<file path="src/rtl/pmem_arbiter_pkg.sv">
// ---------------------------------------------------------------------------
// pmem_arb_pkg
// Shared definitions for the PMEM (output SRAM) arbiter:
//   - requester index constants (OFIFO writeback, SFU RMW, host readout)
//   - default SRAM address / data widths
//   - rr_pick(): round-robin one-hot pick over up to 8 requesters
// ---------------------------------------------------------------------------
package pmem_arb_pkg;

   localparam int REQ_OFIFO   = 0;
   localparam int REQ_SFU     = 1;
   localparam int REQ_HOST    = 2;

   localparam int PMEM_ADDR_W = 9;
   localparam int PMEM_DATA_W = 128;

   // One-hot pick of the first active request at or after ptr, searching
   // n slots. The wrap is done by subtraction so a non-power-of-2 n never
   // indexes past the last requester.
   function automatic logic [7:0] rr_pick(input logic [7:0]  req,
                                          input logic [2:0]  ptr,
                                          input int unsigned n);
      logic [7:0]  pick;
      logic        found;
      int unsigned idx;
      pick  = '0;
      found = 1'b0;
      for (int unsigned i = 0; i < 8; i++) begin
         if (i < n && !found) begin
            idx = 32'(ptr) + i;
            if (idx >= n) idx = idx - n;
            if (req[idx[2:0]]) begin
               pick[idx[2:0]] = 1'b1;
               found          = 1'b1;
            end
         end
      end
      return pick;
   endfunction

endpackage

</file>
<file path="src/rtl/pmem_arbiter_if.sv">
// ---------------------------------------------------------------------------
// pmem_arbiter_if
// Requester-side bus of the PMEM arbiter.
//   req       [NREQ]         access request per requester
//   req_we    [NREQ]         1 = write, 0 = read
//   req_lock  [NREQ]         keep the grant next cycle (read-modify-write)
//   req_addr  [NREQ*ADDR_W]  requester i at [i*ADDR_W +: ADDR_W]
//   req_wdata [NREQ*DATA_W]  requester i at [i*DATA_W +: DATA_W]
//   gnt       [NREQ]         one-hot grant, access happens this cycle
//   rvalid    [NREQ]         one-hot read data valid, RD_LAT after grant
//   rdata     [DATA_W]       read data
// master = requesters, slave = arbiter.
// ---------------------------------------------------------------------------
interface pmem_arbiter_if #(
   parameter int NREQ   = 3,
   parameter int ADDR_W = 9,
   parameter int DATA_W = 128
);
   logic [NREQ-1:0]        req;
   logic [NREQ-1:0]        req_we;
   logic [NREQ-1:0]        req_lock;
   logic [NREQ*ADDR_W-1:0] req_addr;
   logic [NREQ*DATA_W-1:0] req_wdata;
   logic [NREQ-1:0]        gnt;
   logic [NREQ-1:0]        rvalid;
   logic [DATA_W-1:0]      rdata;

   modport master (output req, req_we, req_lock, req_addr, req_wdata,
                   input  gnt, rvalid, rdata);
   modport slave  (input  req, req_we, req_lock, req_addr, req_wdata,
                   output gnt, rvalid, rdata);
endinterface

</file>
<file path="src/rtl/pmem_arbiter_rr_arbiter.sv">
// ---------------------------------------------------------------------------
// rr_arbiter
// Purely combinational round-robin pick.
//   req     [NREQ]   requests
//   ptr     [PTR_W]  requester with highest priority this cycle
//   gnt     [NREQ]   one-hot winner (0 when no request)
//   gnt_idx [PTR_W]  encoded winner (0 when no request)
// ---------------------------------------------------------------------------
module rr_arbiter
   import pmem_arb_pkg::*;
#(
   parameter int NREQ = 3
) (
   input  logic [NREQ-1:0]           req,
   input  logic [$clog2(NREQ)-1:0]   ptr,
   output logic [NREQ-1:0]           gnt,
   output logic [$clog2(NREQ)-1:0]   gnt_idx
);
   localparam int PTR_W = $clog2(NREQ);

   assign gnt = NREQ'(rr_pick(8'(req), 3'(ptr), NREQ));

   // NOTE: every output of a combinational block gets a default before any
   // conditional assignment, otherwise the missing paths infer a latch.
   always_comb begin
      gnt_idx = '0;
      for (int i = 0; i < NREQ; i++) begin
         if (gnt[i]) gnt_idx = PTR_W'(i);
      end
   end

endmodule

</file>
<file path="src/rtl/pmem_arbiter.sv">
// ---------------------------------------------------------------------------
// pmem_arbiter
// Shares the single-port PMEM SRAM between NREQ requesters, one access per
// cycle. Priority: active lock owner, then (PMEM_ARB_AGE_EN only) the lowest
// aged requester, then round-robin from ptr. Read grants push the requester
// id into an RD_LAT-deep tag pipe that produces the one-hot rvalid.
// Ports:
//   clk, reset   clock, asynchronous active-high reset
//   bus          pmem_arbiter_if.slave (req/we/lock/addr/wdata, gnt/rvalid/rdata)
//   OP_q         SRAM read data (passed straight to bus.rdata)
//   OP_d         SRAM write data
//   OP_addr      SRAM address
//   OP_cen       SRAM chip enable, active-low
//   OP_wen       SRAM write enable, active-low
// Build option: define PMEM_ARB_AGE_EN to add per-requester wait counters
// that promote a requester after AGE_LIMIT waiting cycles.
// ---------------------------------------------------------------------------
module pmem_arbiter
   import pmem_arb_pkg::*;
#(
   parameter int NREQ      = 3,
   parameter int ADDR_W    = PMEM_ADDR_W,
   parameter int DATA_W    = PMEM_DATA_W,
   parameter int RD_LAT    = 1,
   parameter int AGE_LIMIT = 15
) (
   input  logic              clk,
   input  logic              reset,
   pmem_arbiter_if.slave     bus,
   input  logic [DATA_W-1:0] OP_q,
   output logic [DATA_W-1:0] OP_d,
   output logic [ADDR_W-1:0] OP_addr,
   output logic              OP_cen,
   output logic              OP_wen
);
   localparam int PTR_W = $clog2(NREQ);

   if (NREQ < 2 || NREQ > 8 || RD_LAT < 1 || AGE_LIMIT < 1) begin : g_bad_param
      $error("pmem_arbiter: NREQ must be 2..8, RD_LAT and AGE_LIMIT >= 1");
   end

   logic [PTR_W-1:0] ptr;
   logic             lock_vld;
   logic [PTR_W-1:0] lock_owner;
   logic             lock_hit;
   logic [NREQ-1:0]  rr_gnt;
   logic [PTR_W-1:0] rr_idx;
   logic [NREQ-1:0]  gnt_oh;
   logic [PTR_W-1:0] gnt_idx;
   logic             any_gnt;

   rr_arbiter #(.NREQ(NREQ)) u_rr (
      .req     (bus.req),
      .ptr     (ptr),
      .gnt     (rr_gnt),
      .gnt_idx (rr_idx)
   );

   // Lock holds only while the owner keeps requesting; once req drops the
   // normal pick takes over in the same cycle.
   assign lock_hit = lock_vld && bus.req[lock_owner];

`ifdef PMEM_ARB_AGE_EN
   localparam int AGE_W = $clog2(AGE_LIMIT + 1);

   logic [AGE_W-1:0] age_cnt [NREQ];
   logic [NREQ-1:0]  aged;

   always_comb begin
      for (int i = 0; i < NREQ; i++) begin
         aged[i] = bus.req[i] && (age_cnt[i] >= AGE_W'(AGE_LIMIT));
      end
   end

   // Counters saturate at AGE_LIMIT so a long lock cannot wrap them.
   always_ff @(posedge clk or posedge reset) begin
      if (reset) begin
         for (int i = 0; i < NREQ; i++) age_cnt[i] <= '0;
      end else begin
         for (int i = 0; i < NREQ; i++) begin
            if (!bus.req[i] || gnt_oh[i])              age_cnt[i] <= '0;
            else if (age_cnt[i] < AGE_W'(AGE_LIMIT))   age_cnt[i] <= age_cnt[i] + 1'b1;
         end
      end
   end
`endif

   always_comb begin
      gnt_oh  = '0;
      gnt_idx = '0;
      if (reset) begin
         gnt_oh  = '0;
      end else if (lock_hit) begin
         gnt_oh[lock_owner] = 1'b1;
         gnt_idx            = lock_owner;
`ifdef PMEM_ARB_AGE_EN
      end else if (|aged) begin
         for (int i = NREQ - 1; i >= 0; i--) begin
            if (aged[i]) gnt_idx = PTR_W'(i);
         end
         gnt_oh[gnt_idx] = 1'b1;
`endif
      end else begin
         gnt_oh  = rr_gnt;
         gnt_idx = rr_idx;
      end
   end

   assign any_gnt = |gnt_oh;
   assign bus.gnt = gnt_oh;

   // Idle cycles drive zeros rather than the last winner's fields.
   always_comb begin
      OP_cen  = 1'b1;
      OP_wen  = 1'b1;
      OP_addr = '0;
      OP_d    = '0;
      if (any_gnt) begin
         OP_cen  = 1'b0;
         OP_wen  = ~bus.req_we[gnt_idx];
         OP_addr = bus.req_addr[gnt_idx*ADDR_W +: ADDR_W];
         OP_d    = bus.req_wdata[gnt_idx*DATA_W +: DATA_W];
      end
   end

   // NOTE: state registers use non-blocking assignments so every flop
   // samples pre-edge values regardless of statement order.
   always_ff @(posedge clk or posedge reset) begin
      if (reset) begin
         ptr        <= '0;
         lock_vld   <= 1'b0;
         lock_owner <= '0;
      end else if (any_gnt) begin
         ptr        <= (gnt_idx == PTR_W'(NREQ - 1)) ? '0 : gnt_idx + 1'b1;
         lock_vld   <= bus.req_lock[gnt_idx];
         lock_owner <= gnt_idx;
      end else begin
         lock_vld   <= 1'b0;
      end
   end

   // Read-return tag pipe: valid bits are reset (flushes in-flight reads),
   // the ids ride alongside.
   logic [RD_LAT-1:0] tag_vld;
   logic [PTR_W-1:0]  tag_id [RD_LAT];

   always_ff @(posedge clk or posedge reset) begin
      if (reset) begin
         tag_vld <= '0;
      end else begin
         tag_vld[0] <= any_gnt && !bus.req_we[gnt_idx];
         for (int i = 1; i < RD_LAT; i++) tag_vld[i] <= tag_vld[i-1];
      end
   end

   // NOTE: the id array carries no reset; it is only read when the matching
   // valid bit is set, so clearing it would add reset fan-out for nothing.
   always_ff @(posedge clk) begin
      tag_id[0] <= gnt_idx;
      for (int i = 1; i < RD_LAT; i++) tag_id[i] <= tag_id[i-1];
   end

   always_comb begin
      bus.rvalid = '0;
      if (tag_vld[RD_LAT-1]) bus.rvalid[tag_id[RD_LAT-1]] = 1'b1;
   end

   assign bus.rdata = OP_q;

endmodule

</file>
<file path="src/flat_wrapper.sv">
// flat-port wrapper written by rule: the top's interface ports become plain ports
module pmem_arbiter_flat import pmem_arb_pkg::*;
#(
   parameter int NREQ      = 3,
   parameter int ADDR_W    = PMEM_ADDR_W,
   parameter int DATA_W    = PMEM_DATA_W,
   parameter int RD_LAT    = 1,
   parameter int AGE_LIMIT = 15
)
  (clk, reset, OP_q, OP_d, OP_addr, OP_cen, OP_wen, bus_req, bus_req_we, bus_req_lock, bus_req_addr, bus_req_wdata, bus_gnt, bus_rvalid, bus_rdata);
  pmem_arbiter_if #(.NREQ(NREQ), .ADDR_W(ADDR_W), .DATA_W(DATA_W)) bus_i ();
  input  logic clk;
  input  logic reset;
  input  logic [DATA_W-1:0] OP_q;
  output logic [DATA_W-1:0] OP_d;
  output logic [ADDR_W-1:0] OP_addr;
  output logic OP_cen;
  output logic OP_wen;
  input wire logic [$bits(bus_i.req)-1:0] bus_req;
  input wire logic [$bits(bus_i.req_we)-1:0] bus_req_we;
  input wire logic [$bits(bus_i.req_lock)-1:0] bus_req_lock;
  input wire logic [$bits(bus_i.req_addr)-1:0] bus_req_addr;
  input wire logic [$bits(bus_i.req_wdata)-1:0] bus_req_wdata;
  output wire logic [$bits(bus_i.gnt)-1:0] bus_gnt;
  output wire logic [$bits(bus_i.rvalid)-1:0] bus_rvalid;
  output wire logic [$bits(bus_i.rdata)-1:0] bus_rdata;
  assign bus_i.req = bus_req;
  assign bus_i.req_we = bus_req_we;
  assign bus_i.req_lock = bus_req_lock;
  assign bus_i.req_addr = bus_req_addr;
  assign bus_i.req_wdata = bus_req_wdata;
  assign bus_gnt = bus_i.gnt;
  assign bus_rvalid = bus_i.rvalid;
  assign bus_rdata = bus_i.rdata;
  pmem_arbiter #(.NREQ(NREQ), .ADDR_W(ADDR_W), .DATA_W(DATA_W), .RD_LAT(RD_LAT), .AGE_LIMIT(AGE_LIMIT)) u_core (.clk(clk), .reset(reset), .bus(bus_i), .OP_q(OP_q), .OP_d(OP_d), .OP_addr(OP_addr), .OP_cen(OP_cen), .OP_wen(OP_wen));
endmodule
</file>
<file path="config.mk">
export PLATFORM = sky130hd
export DESIGN_NAME = pmem_arbiter_flat
export DESIGN_NICKNAME = d
export VERILOG_FILES = /design/src/rtl/pmem_arbiter_pkg.sv /design/src/rtl/pmem_arbiter_if.sv /design/src/rtl/pmem_arbiter_rr_arbiter.sv /design/src/rtl/pmem_arbiter.sv /design/src/flat_wrapper.sv
export SDC_FILE = /design/constraint.sdc
export NUM_CORES = 1
export LEC_CHECK = 0
export BUFFER_PORTS_ARGS = -buffer_cell sky130_fd_sc_hd__buf_4
export CAP_MARGIN = 20
export CORE_AREA = 2 2 322 324
export DETAILED_ROUTE_END_ITERATION = 7
export DIE_AREA = 0 0 324 326
export SYNTH_ARGS = -nofsm -noshare
export SYNTH_HDL_FRONTEND = slang
export SYNTH_SLANG_ARGS = --single-unit
</file>
<file path="constraint.sdc">
create_clock -name clk -period 7 [get_ports clk]
set_clock_uncertainty 0.05 [all_clocks]
set_input_delay 0 -clock clk [delete_from_list [all_inputs] [get_ports clk]]
set_output_delay 0 -clock clk [all_outputs]
set_load 0.05 [all_outputs]
</file>
# [Word level (Yosys, flattened, before mapping)]
# Memories as Yosys holds them, arrays and structs flattened.
# Cells that the tools add are included.
[word_totals] reg_bits=6 latch_bits=0 ramBits=2 mem_bits_ro=0 in_bits=550 output_inout_bits=273 elab_cells=89 memories=1
[classes] add_sub_neg=6 mul=1 n_div=0 magnitude_cmp=14 eq_ne=1 n_shift=2 muxes=48 bitwise=3 n_reduce_logical=9
[memory_table] name="u_core.tag_id" words=1 width=2 rd=1 rd_clocked_by_memory_dff=0 wr=1 line="pmem_arbiter.sv:145" source="logic [PTR_W-1:0] tag_id [RD_LAT];"
[ops] op="variable part select 384 x 10 -> 128 bit" n=1
[ops] op="two-way mux 128 bit" n=1
[ops] op="two-way mux 3 bit" n=13
[ops] op="variable part select 27 x 7 -> 9 bit" n=1
[ops] op="two-way mux 1 bit" n=18
[ops] op="< comparator 3 x 4 -> 1 bit, second input constant" n=3
[ops] op="binary-select mux 1 bit (select 3 bit)" n=3
[ops] op="demux 1 bit (select 3 bit)" n=3
[ops] op="greater-or-equal comparator 3 x 1 -> 1 bit, second input constant" n=3
[ops] op="< comparator 2 x 3 -> 1 bit, second input constant" n=3
[ops] op="two-way mux 9 bit" n=1
[ops] op="two-way mux 2 bit" n=4
[ops] op="logical AND 1 bit" n=7
[ops] op="binary-select mux 1 bit (select 2 bit)" n=3
[ops] op="greater-or-equal comparator 3 x 2 -> 1 bit, second input constant" n=2
[ops] op="multiplier 2 x 4 -> 6 bit, second input constant" n=1
[ops] op="bitwise OR 3 bit" n=2
[ops] op="subtractor 3 x 2 -> 3 bit, second input constant" n=2
[ops] op="demux 1 bit (select 2 bit)" n=2
[ops] op="greater-or-equal comparator 2 x 1 -> 1 bit, second input constant" n=2
[ops] op="adder 2 x 1 -> 3 bit, second input constant" n=1
[ops] op="adder 2 x 2 -> 3 bit, second input constant" n=1
[ops] op="OR reduction 3 bit" n=1
[ops] op="subtractor 2 x 2 -> 3 bit, second input constant" n=1
[ops] op="other kinds (5)" n=5

# [Logic depth before layout (Yosys ltp)]
# Gate-level depths: netlist (run 1).
[depth] word_depth=26 ltp_mapped=13 mapped_depth_nobuf=10

# [Cells and area by module]
# A second synthesis (run 1) with hierarchy kept.
[hier_totals] cells_unflattened=694 area_unflattened_um2=4465.5
[by_module_without_submodules] mod="pmem_arbiter" n_inst=1 cells_per_inst=658 area_each_um2=4184.0 seq_area_each_um2=190.2
[by_module_without_submodules] mod="rr_arbiter" n_inst=1 cells_per_inst=36 area_each_um2=281.5 seq_area_each_um2=0.0

# [Worst setup path before layout (run 1)]
# OpenSTA, ideal clock, no wires.
[synth_path] path_kind="flip-flop to output port" start="register u_core.ptr[1]" end="output OP_d[18]" t_arrival_ns=3.240 required_time_ns=6.950 slack_ns=3.710 path_stages_with_launch=12 n_path_buf=2 cell_sequence="dfrtp_1 inv_1 ha_1 mux2_4 mux2_2 or3_1 a31oi_2 a211o_2 buf_6 buf_4 nand3_1 a31oi_1"
[synth_between] elab_chain_len=20 elab_cells_between_ends=53 cone_classes="5 x add/sub; 9 x order compare; 1 x shift; 32 x mux; 2 x bitwise; 4 x reduce/logical"
[synth_lines] item="start, declared" line="pmem_arbiter.sv:42" source="logic [PTR_W-1:0] ptr;"
[synth_lines] item="start signal, assigned" line="pmem_arbiter.sv:134" source="ptr <= (gnt_idx == PTR_W'(NREQ - 1)) ? '0 : gnt_idx + 1'b1;"
[synth_lines] item="adder 2 x 1 -> 3 bit" line="pmem_arbiter_pkg.sv:30" source="idx = 32'(ptr) + i;"
[synth_lines] item="subtractor 3 x 2 -> 3 bit or greater-or-equal comparator 3 x 2 -> 1 bit (tied branches)" line="pmem_arbiter_pkg.sv:31" source="if (idx >= n) idx = idx - n;"
[synth_lines] item="two-way mux 3 bit" line="pmem_arbiter_pkg.sv:31"
[synth_lines] item="two-way mux 3 bit" line="pmem_arbiter_pkg.sv:29" source="if (i < n && !found) begin"
[synth_lines] item="< comparator 3 x 4 -> 1 bit (not written as such) or greater-or-equal comparator 3 x 1 -> 1 bit (tied branches)" line="pmem_arbiter_pkg.sv:33" source="pick[idx[2:0]] = 1'b1;"
[synth_lines] item="logical AND 1 bit (not written as such)" line="pmem_arbiter_pkg.sv:33"
[synth_lines] item="two-way mux 1 bit (not written as such)" line="pmem_arbiter_pkg.sv:33"
[synth_lines] item="demux 1 bit (select 3 bit)" line="pmem_arbiter_pkg.sv:33"
[synth_lines] item="(+4 left out)"
[synth_lines] item="two-way mux 3 bit" line="pmem_arbiter_pkg.sv:32" source="if (req[idx[2:0]]) begin"
[synth_lines] item="two-way mux 3 bit *" line="pmem_arbiter_pkg.sv:29"
[synth_lines] item="two-way mux 1 bit" line="pmem_arbiter_rr_arbiter.sv:28" source="if (gnt[i]) gnt_idx = PTR_W'(i);"
[synth_lines] item="two-way mux 2 bit" line="pmem_arbiter_rr_arbiter.sv:28"
[synth_lines] item="two-way mux 2 bit" line="pmem_arbiter.sv:93" source="end else if (lock_hit) begin"
[synth_lines] item="two-way mux 2 bit" line="pmem_arbiter.sv:91" source="if (reset) begin"
[synth_lines] item="variable part select 384 x 10 -> 128 bit" line="pmem_arbiter.sv:122" source="OP_d = bus.req_wdata[gnt_idx*DATA_W +: DATA_W];"
[synth_lines] item="two-way mux 128 bit *" line="pmem_arbiter.sv:118" source="if (any_gnt) begin"
[synth_lines] item="end, declared" line="flat_wrapper.sv:15" source="output logic [DATA_W-1:0] OP_d;"
# Mark *: on every way between the ends. The rest lies on a longest branch, timed or not. The select of a mux whose other input is x is not followed.

# [Worst setup path in the final report (run 1)]
[layout_path] start="register u_core.ptr[1]" end="output OP_d[114]"
# Same word-level chain as after synthesis.

==> results of run 1 <==
-- power groups by stage --
| stage | Sequential (uW) | Combinational (uW) | Clock, uW |
|---|---|---|---|
| 2_1_floorplan | 79.2 | 4610 | 0 |
| 3_3_place_gp | 83.3 | 6600 | 0 |
| 3_5_place_dp | 84.4 | 6630 | 0 |
| 4_1_cts | 84.4 | 6860 | 101 |
| 5_1_grt | 88.3 | 7160 | 103 |
| 6_report | 85.2 | 6790 | 99.2 |
-- layout make-up --
type,instances,area share
repair buffers,703,0.521
multi-input cells,617,0.288
well taps,1380,0.160
flip-flops and latches,8,0.0176
clock buffers,4,0.00729
inverters,9,0.00359
diodes,13,0.00301
-- cells by family (layout without fill, tap and decap cells) --
family,Yosys count,in the layout,share of synthesized area
other,0,13,0
muxes,8,8,0.0187
buffers and inverters,214,716,0.309
AOI/OAI and AO/OA,161,161,0.218
DFF,8,8,0.0401
and+or+nand+nor,443,443,0.401
adders and majority gates,5,5,0.0132
-- routing by layer --
layer	part of all wire	track usage	wire (um)	vias to the layer above
met5	0.0070	0	451	-
met4	0.024	0.0217	1540	76
met3	0.18	0.0839	11400	126
met2	0.42	0.169	26900	620
met1	0.38	0.130	24400	3882
li1	-	-	-	3805
-- worst max-delay path by stage --
stage,startpoint,end,cells after the start
finish,u_core.ptr[1],OP_d[114],12
global route,u_core.ptr[1],OP_d[114],12
CTS,u_core.ptr[1],OP_d[114],12
detailed placement,u_core.ptr[1],OP_d[114],12
global placement,u_core.ptr[1],OP_d[114],12
floorplan,u_core.ptr[1],OP_d[18],11
-- repair_timing --
item / 4_1_cts / 5_1_grt
setup buffers: 0 / 0
hold buffers: 129 / 0
hold endpoints to repair: 134 / 0
-- flip-flops by register name, summed over array words and instances, names as in the netlist --
name / cells
u_core.tag_vld: 1
u_core.lock_owner: 2
u_core.tag_id: 2
u_core.lock_vld: 1
u_core.ptr: 2
-- cell usage after synthesis, types with 2 or more instances --
cell type	instances	area, sq um
a21o_1	2	15.0
a21oi_1	2	10.0
a31oi_1	138	863
and3b_1	2	17.5
buf_2	26	130
buf_4	142	1070
buf_6	13	146
clkbuf_1	23	86.3
dfrtp_1	6	150
dfxtp_1	2	40.0
ha_1	5	62.6
inv_1	6	22.5
inv_2	2	7.51
mux2_2	3	33.8
mux2i_1	4	40.0
nand2_1	146	548
nand2b_1	4	25.0
nand3_1	138	691
nand3b_1	2	15.0
nor2_1	140	526
nor2b_1	2	12.5
o211ai_1	2	15.0
o21a_1	2	15.0
o21ai_0	3	15.0
o21ai_1	2	10.0
-- critical path: cells and delay by family, from the launching register on --
kind / cells / cell delay (ps)
buffers and inverters: 4 / 1700
AO/OA/AOI/OAI: 3 / 1240
multiplexers: 2 / 670
flip-flops: 1 / 430
adder cells (fa/ha/maj): 1 / 280
AND/OR/NAND/NOR: 2 / 180
-- stage by stage --
step                hold slack [ps]  cells  setup WS, ps    util
global route                   63.5   2728          1660   0.105
floorplan                      -243    839          3710       -
finish                         27.6   2734          2130   0.105
CTS                            35.4   2721          1880   0.105
detailed placement            -49.7   2588          2150  0.0917
global placement              -63.6   2587          2180  0.0915
==> impl_metrics.tcl, run 1 <==
set metrics [dict create \
    status "finished clean" \
    die_y_um 326 \
    num_rows 118 \
    fmax_ghz 0.205 \
    min_path_cells 3 \
    cts_resized 0 \
    seq_area_sq_um 190 \
    grt_first_pass_wirelength_um 79300 \
    cts_tree "built" \
    internal_power_uw 1900 \
    insertion_delay_ps 230 \
    syn_nets 1394 \
    switching_share 0.727 \
    syn_inst 839 \
    max_cap_viol_count 0 \
    grt_max_degree 154 \
    n_fill_cell 12000 \
    vias_per_cell 3.11 \
    die_w_um 324 \
    cp_cell_sequence "inv_1, ha_1, mux2_4, mux2i_1, o2111a_1, nor3_2, a21o_4, inv_6, buf_4, nand2_1, a31oi_1, buf_4" \
    synth_edf_count 0 \
    multiInputGateArea_sq_um 3120 \
    vias 8509 \
    power.share.sequential 0.012 \
    leakagePower_uw 0.00459 \
    worstReg2RegStart "u_core.ptr[0]" \
    reg2reg_slack_ps 3300 \
    worstSetupPathType "reg -> out" \
    max_stage_delay_ps 620 \
    most-common-layout-cells "buf_4 (572), nand2_1 (146), nor2_1 (140)" \
    io_pins 823 \
    start_kind "flop" \
    drive_gt1_frac 0.441 \
    cpMostUsedCell "buf_4" \
    hpwlAfterDp_um 55400 \
    pwr_density_cell_nw_per_um2 645 \
    switchingPower_uw 5070 \
    overflow 0 \
    synth_warnings 0 \
    finalCritPeriodShare 0.696 \
    seq_area_frac_synth 0.0401 \
    fin_area_sq_um 10800 \
    start_util 0.0463 \
    core_sq_um 103000 \
    first_global_vias 8137 \
    drc_errors 0 \
    hold_viol_final 0 \
    clockRootBuffer "clkbuf_16" \
    total_power_uw 6970 \
    cp_data_required_time_ps 6950 \
    tns_ps 0 \
    hold_path.startpoint "bus_req_lock[1]" \
    fin_crit_ps 4870 \
    wl_um 64800 \
    synth_flop_cell "dfrtp_1" \
    grt.total_usage 0.114 \
    wl_per_cell_um 23.7 \
    grt_setup_unrepaired "false" \
    synth.distinct_cells 47 \
    syn_avg_cell_area_sq_um 5.66 \
    place_congestion 0.797 \
    area_delta_synth_final_pct 128 \
    report.final.slew_viol_count 0 \
    worst-path-max-fanout 92 \
    clkTransAtPathRegs_ps 40 \
    cp_slowest_cell "inv_6" \
    async_reset_ff_frac 0.750 \
    r2r-end "u_core.tag_vld" \
    placed_area_sq_um 9410 \
    detail-route-antenna-nets 0 \
    clock-sinks 8 \
    combPwrFrac 0.974 \
    numCtsBuffers 3 \
    drt_pass1_iterations 5 \
    crit_arrival_ps 4820 \
    finalSetupViolCount 0 \
    worst_pin_slew_ps 1060 \
    hold_end "u_core.lock_vld" \
    ys_ff_latch 8 \
    p_clk_frac 0.014 \
    syn_area_sq_um 4750 \
    layout_commonest_cell "buf_4" \
    cts_buffer_depth 2 \
    worst-r2r-cell-count 10 \
    antenna_found_initial 69 \
    end_kind "output port" \
    drtIter0Drc 520 \
    htreeDepth 1 \
    max-vdd-ir-drop_mv 0.294 \
    io_buffers 566 \
    fin_nets 1897 \
    hold_path.class "in -> reg" \
    slew-limit-headroom 0.296 \
    die_area_sq_um 106000 \
]
(Power assumes the default switching activity.)
==> inputs of run 2 (changes only) <==
--- a/config.mk
+++ b/config.mk
@@ -5,11 +5,12 @@
 export SDC_FILE = /design/constraint.sdc
 export NUM_CORES = 1
 export LEC_CHECK = 0
+export ABC_AREA = 1
 export BUFFER_PORTS_ARGS = -buffer_cell sky130_fd_sc_hd__buf_4
 export CAP_MARGIN = 20
-export CORE_AREA = 2 2 322 324
+export CORE_AREA = 2 2 320 322
 export DETAILED_ROUTE_END_ITERATION = 7
-export DIE_AREA = 0 0 324 326
+export DIE_AREA = 0 0 322 324
 export SYNTH_ARGS = -nofsm -noshare
 export SYNTH_HDL_FRONTEND = slang
 export SYNTH_SLANG_ARGS = --single-unit
==> constraint.sdc (replaced) <==
create_clock -name clk -period 4.5 [get_ports clk]
set_clock_uncertainty 0.05 [all_clocks]
set_input_delay 0 -clock clk [delete_from_list [all_inputs] [get_ports clk]]
set_output_delay 0 -clock clk [all_outputs]
set_load 0.05 [all_outputs]
==> impl_metrics.tcl, run 2 <==
set metrics [dict create \
    combPwrFrac 0.976 \
    hold_path.startpoint "bus_req_we[1]" \
    drc_errors 0 \
    final_cells 2982 \
    clockRootBuffer "clkbuf_16" \
    worst_pin_slew_ps 921 \
    slew-limit-headroom 0.380 \
    reg_top3 "u_core.lock_owner (2), u_core.ptr (2), u_core.tag_id (2)" \
    leakagePower_uw 0.00647 \
    pwr_density_cell_nw_per_um2 1010 \
    cts_buffer_depth 2 \
    die_area_sq_um 104000 \
    drtIter0Drc 681 \
    worst-r2r-cell-count 13 \
    start_util 0.0555 \
    die_w_um 322 \
    io_pins 823 \
    fin_area_sq_um 11700 \
    met1_length_um 27200 \
    worstSetupPathType "reg -> out" \
    worstReg2RegStart "u_core.ptr[0]" \
    holdWs_ps 61.6 \
    grt_first_pass_wirelength_um 76200 \
    syn_nets 1710 \
    ys_ff_latch 8 \
    syn_avg_cell_area_sq_um 4.85 \
    dp.cells 2839 \
    tns_ps 0 \
    hold_end "u_core.tag_vld" \
    crit_arrival_ps 3930 \
    r2r-end "u_core.lock_owner[0]" \
    hold_path.class "in -> reg" \
    synth.distinct_cells 22 \
    postCtsSetupRepairBufs 0 \
    fin_crit_ps 3980 \
    end_kind "output port" \
    layout_commonest_cell "buf_4" \
    start_kind "flop" \
    first_global_vias 8695 \
    fmax_ghz 0.251 \
    netlist.top_cell.by_area "nand2_1" \
    num_rows 117 \
    fin_nets 2220 \
    clock-sinks 8 \
    switchingPower_uw 8720 \
    status "finished clean" \
    cp_data_required_time_ps 4450 \
    placed_area_sq_um 10300 \
    wl_um 61900 \
    insertion_delay_ps 230 \
    n_fill_cell 11900 \
    overflow 0 \
    wl_met3_um 6630 \
    most-common-layout-cells "buf_4 (575), nand2_1 (455), inv_1 (158)" \
    htreeDepth 1 \
    drive_gt1_frac 0.359 \
    switching_share 0.739 \
    reg2reg_slack_ps 1440 \
    synth.top_cell.area_share 0.305 \
    synthTopCellsByCount "nand2_1 (455), inv_1 (158), nand3_1 (150)" \
    top_layer "met5" \
    hpwlAfterDp_um 53100 \
    grt_max_degree 117 \
    hold_viol_final 0 \
    synth.most_common_cell "nand2_1" \
    grt.total_usage 0.108 \
    internal_power_uw 3090 \
    antenna_found_initial 40 \
    cts_tree "built" \
    synth_area_leaders "nand2_1 (30%), buf_4 (18%), nand3_1 (13%)" \
    drt_pass1_iterations 5 \
    place_congestion 0.791 \
    report.final.slew_viol_count 0 \
    worst-path-max-fanout 116 \
    finalCritPeriodShare 0.885 \
    wl_per_cell_um 20.7 \
    seq_area_frac_synth 0.0339 \
    max_cap_viol_count 0 \
    power.share.sequential 0.011 \
    detail-route-antenna-nets 0 \
    syn_inst 1155 \
    grt_setup_unrepaired "false" \
    die_y_um 324 \
    vias 9429 \
    max-vdd-ir-drop_mv 0.627 \
    finalSetupViolCount 0 \
    synth_flop_cell "dfrtp_1" \
    core_sq_um 101000 \
    synth_warnings 0 \
    min_path_cells 4 \
    p_clk_frac 0.013 \
    clkTransAtPathRegs_ps 40 \
    synth_edf_count 0 \
    vias_per_cell 3.16 \
    numCtsBuffers 3 \
    area_delta_synth_final_pct 108 \
    io_buffers 566 \
    startpoint "u_core.ptr[0]" \
    syn_area_sq_um 5600 \
    async_reset_ff_frac 0.750 \
    total_power_uw 11800 \
    met2_length_um 26800 \
]
## run 2: cell types whose count changed after synthesis, moves of 6 or more
cell / change
a31oi_1: -138
buf_2: +6
buf_4: -7
inv_1: +152
nand2_1: +309
nand3_1: +12
nor2_1: -131
o21ai_0: +79
o21ai_1: +59
## run 2: through the flow
| stage | utilization | worst slack [ps] |
|---|---|---|
| floorplan | - | 2060 |
| global placement | 0.102 | 968 |
| detailed placement | 0.102 | 977 |
| CTS | 0.115 | 715 |
| global route | 0.115 | 512 |
| finish | 0.116 | 518 |
## run 2: logic make-up after synthesis
| logic type | synth area share |
|---|---|
| buffers and inverters | 0.361 |
| adder cells (fa/ha/maj) | 0.0112 |
| AO/OA/AOI/OAI | 0.128 |
| AND/OR/NAND/NOR | 0.466 |
| flip-flops | 0.0339 |
## run 2: what timing repair did
action,in CTS,in global routing
hold buffers,130,0
endpoints found under the hold margin,135,0
resized for setup,0,0
## run 2: worst max path at each step
stage | endpoint | slack, ps | depth (start not counted)
6_report | OP_d[37] | 520 | 13
3_5_place_dp | OP_d[31] | 980 | 13
4_1_cts | OP_d[31] | 720 | 13
5_1_grt | OP_d[31] | 510 | 13
3_3_place_gp | OP_d[31] | 970 | 13
2_1_floorplan | OP_addr[8] | 2060 | 14
## run 2: area by class of cell
type	count	area, sq um	area share
Tap cell	1309	1640	0.140
Timing Repair Buffer	709	5700	0.488
Multi-Input combinational cell	777	3410	0.292
Inverter	166	628	0.0538
Clock buffer	4	78.8	0.00676
Sequential cell	8	190	0.0163
Antenna cell	9	22.5	0.00193
## run 2: critical path: stages, from the launching register on
cell     delay (ps)
dfrtp_1         410
inv_1            90
ha_1            400
o21ai_1         240
nand3_2         150
nand2_1         100
nand2_2          60
nand3_2          90
nand3_4         170
buf_12          270
o21ai_0         870
nand3_1         250
nand2_1         180
buf_4           210
## run 2: routing by layer
layer	vias to the layer above	GRT usage
met4	30	0.0147
met1	4247	0.144
met5	-	0
met2	612	0.169
li1	4452	-
met3	88	0.0405
## run 2: power by group through the flow
stage / clock network (uW) / registers, uW / logic [uW]
finish: 152 / 131 / 11500
global route: 160 / 136 / 12200
CTS: 157 / 130 / 11600
detailed placement: 0 / 131 / 11300
global placement: 0 / 130 / 11300
floorplan: 0 / 125 / 7650
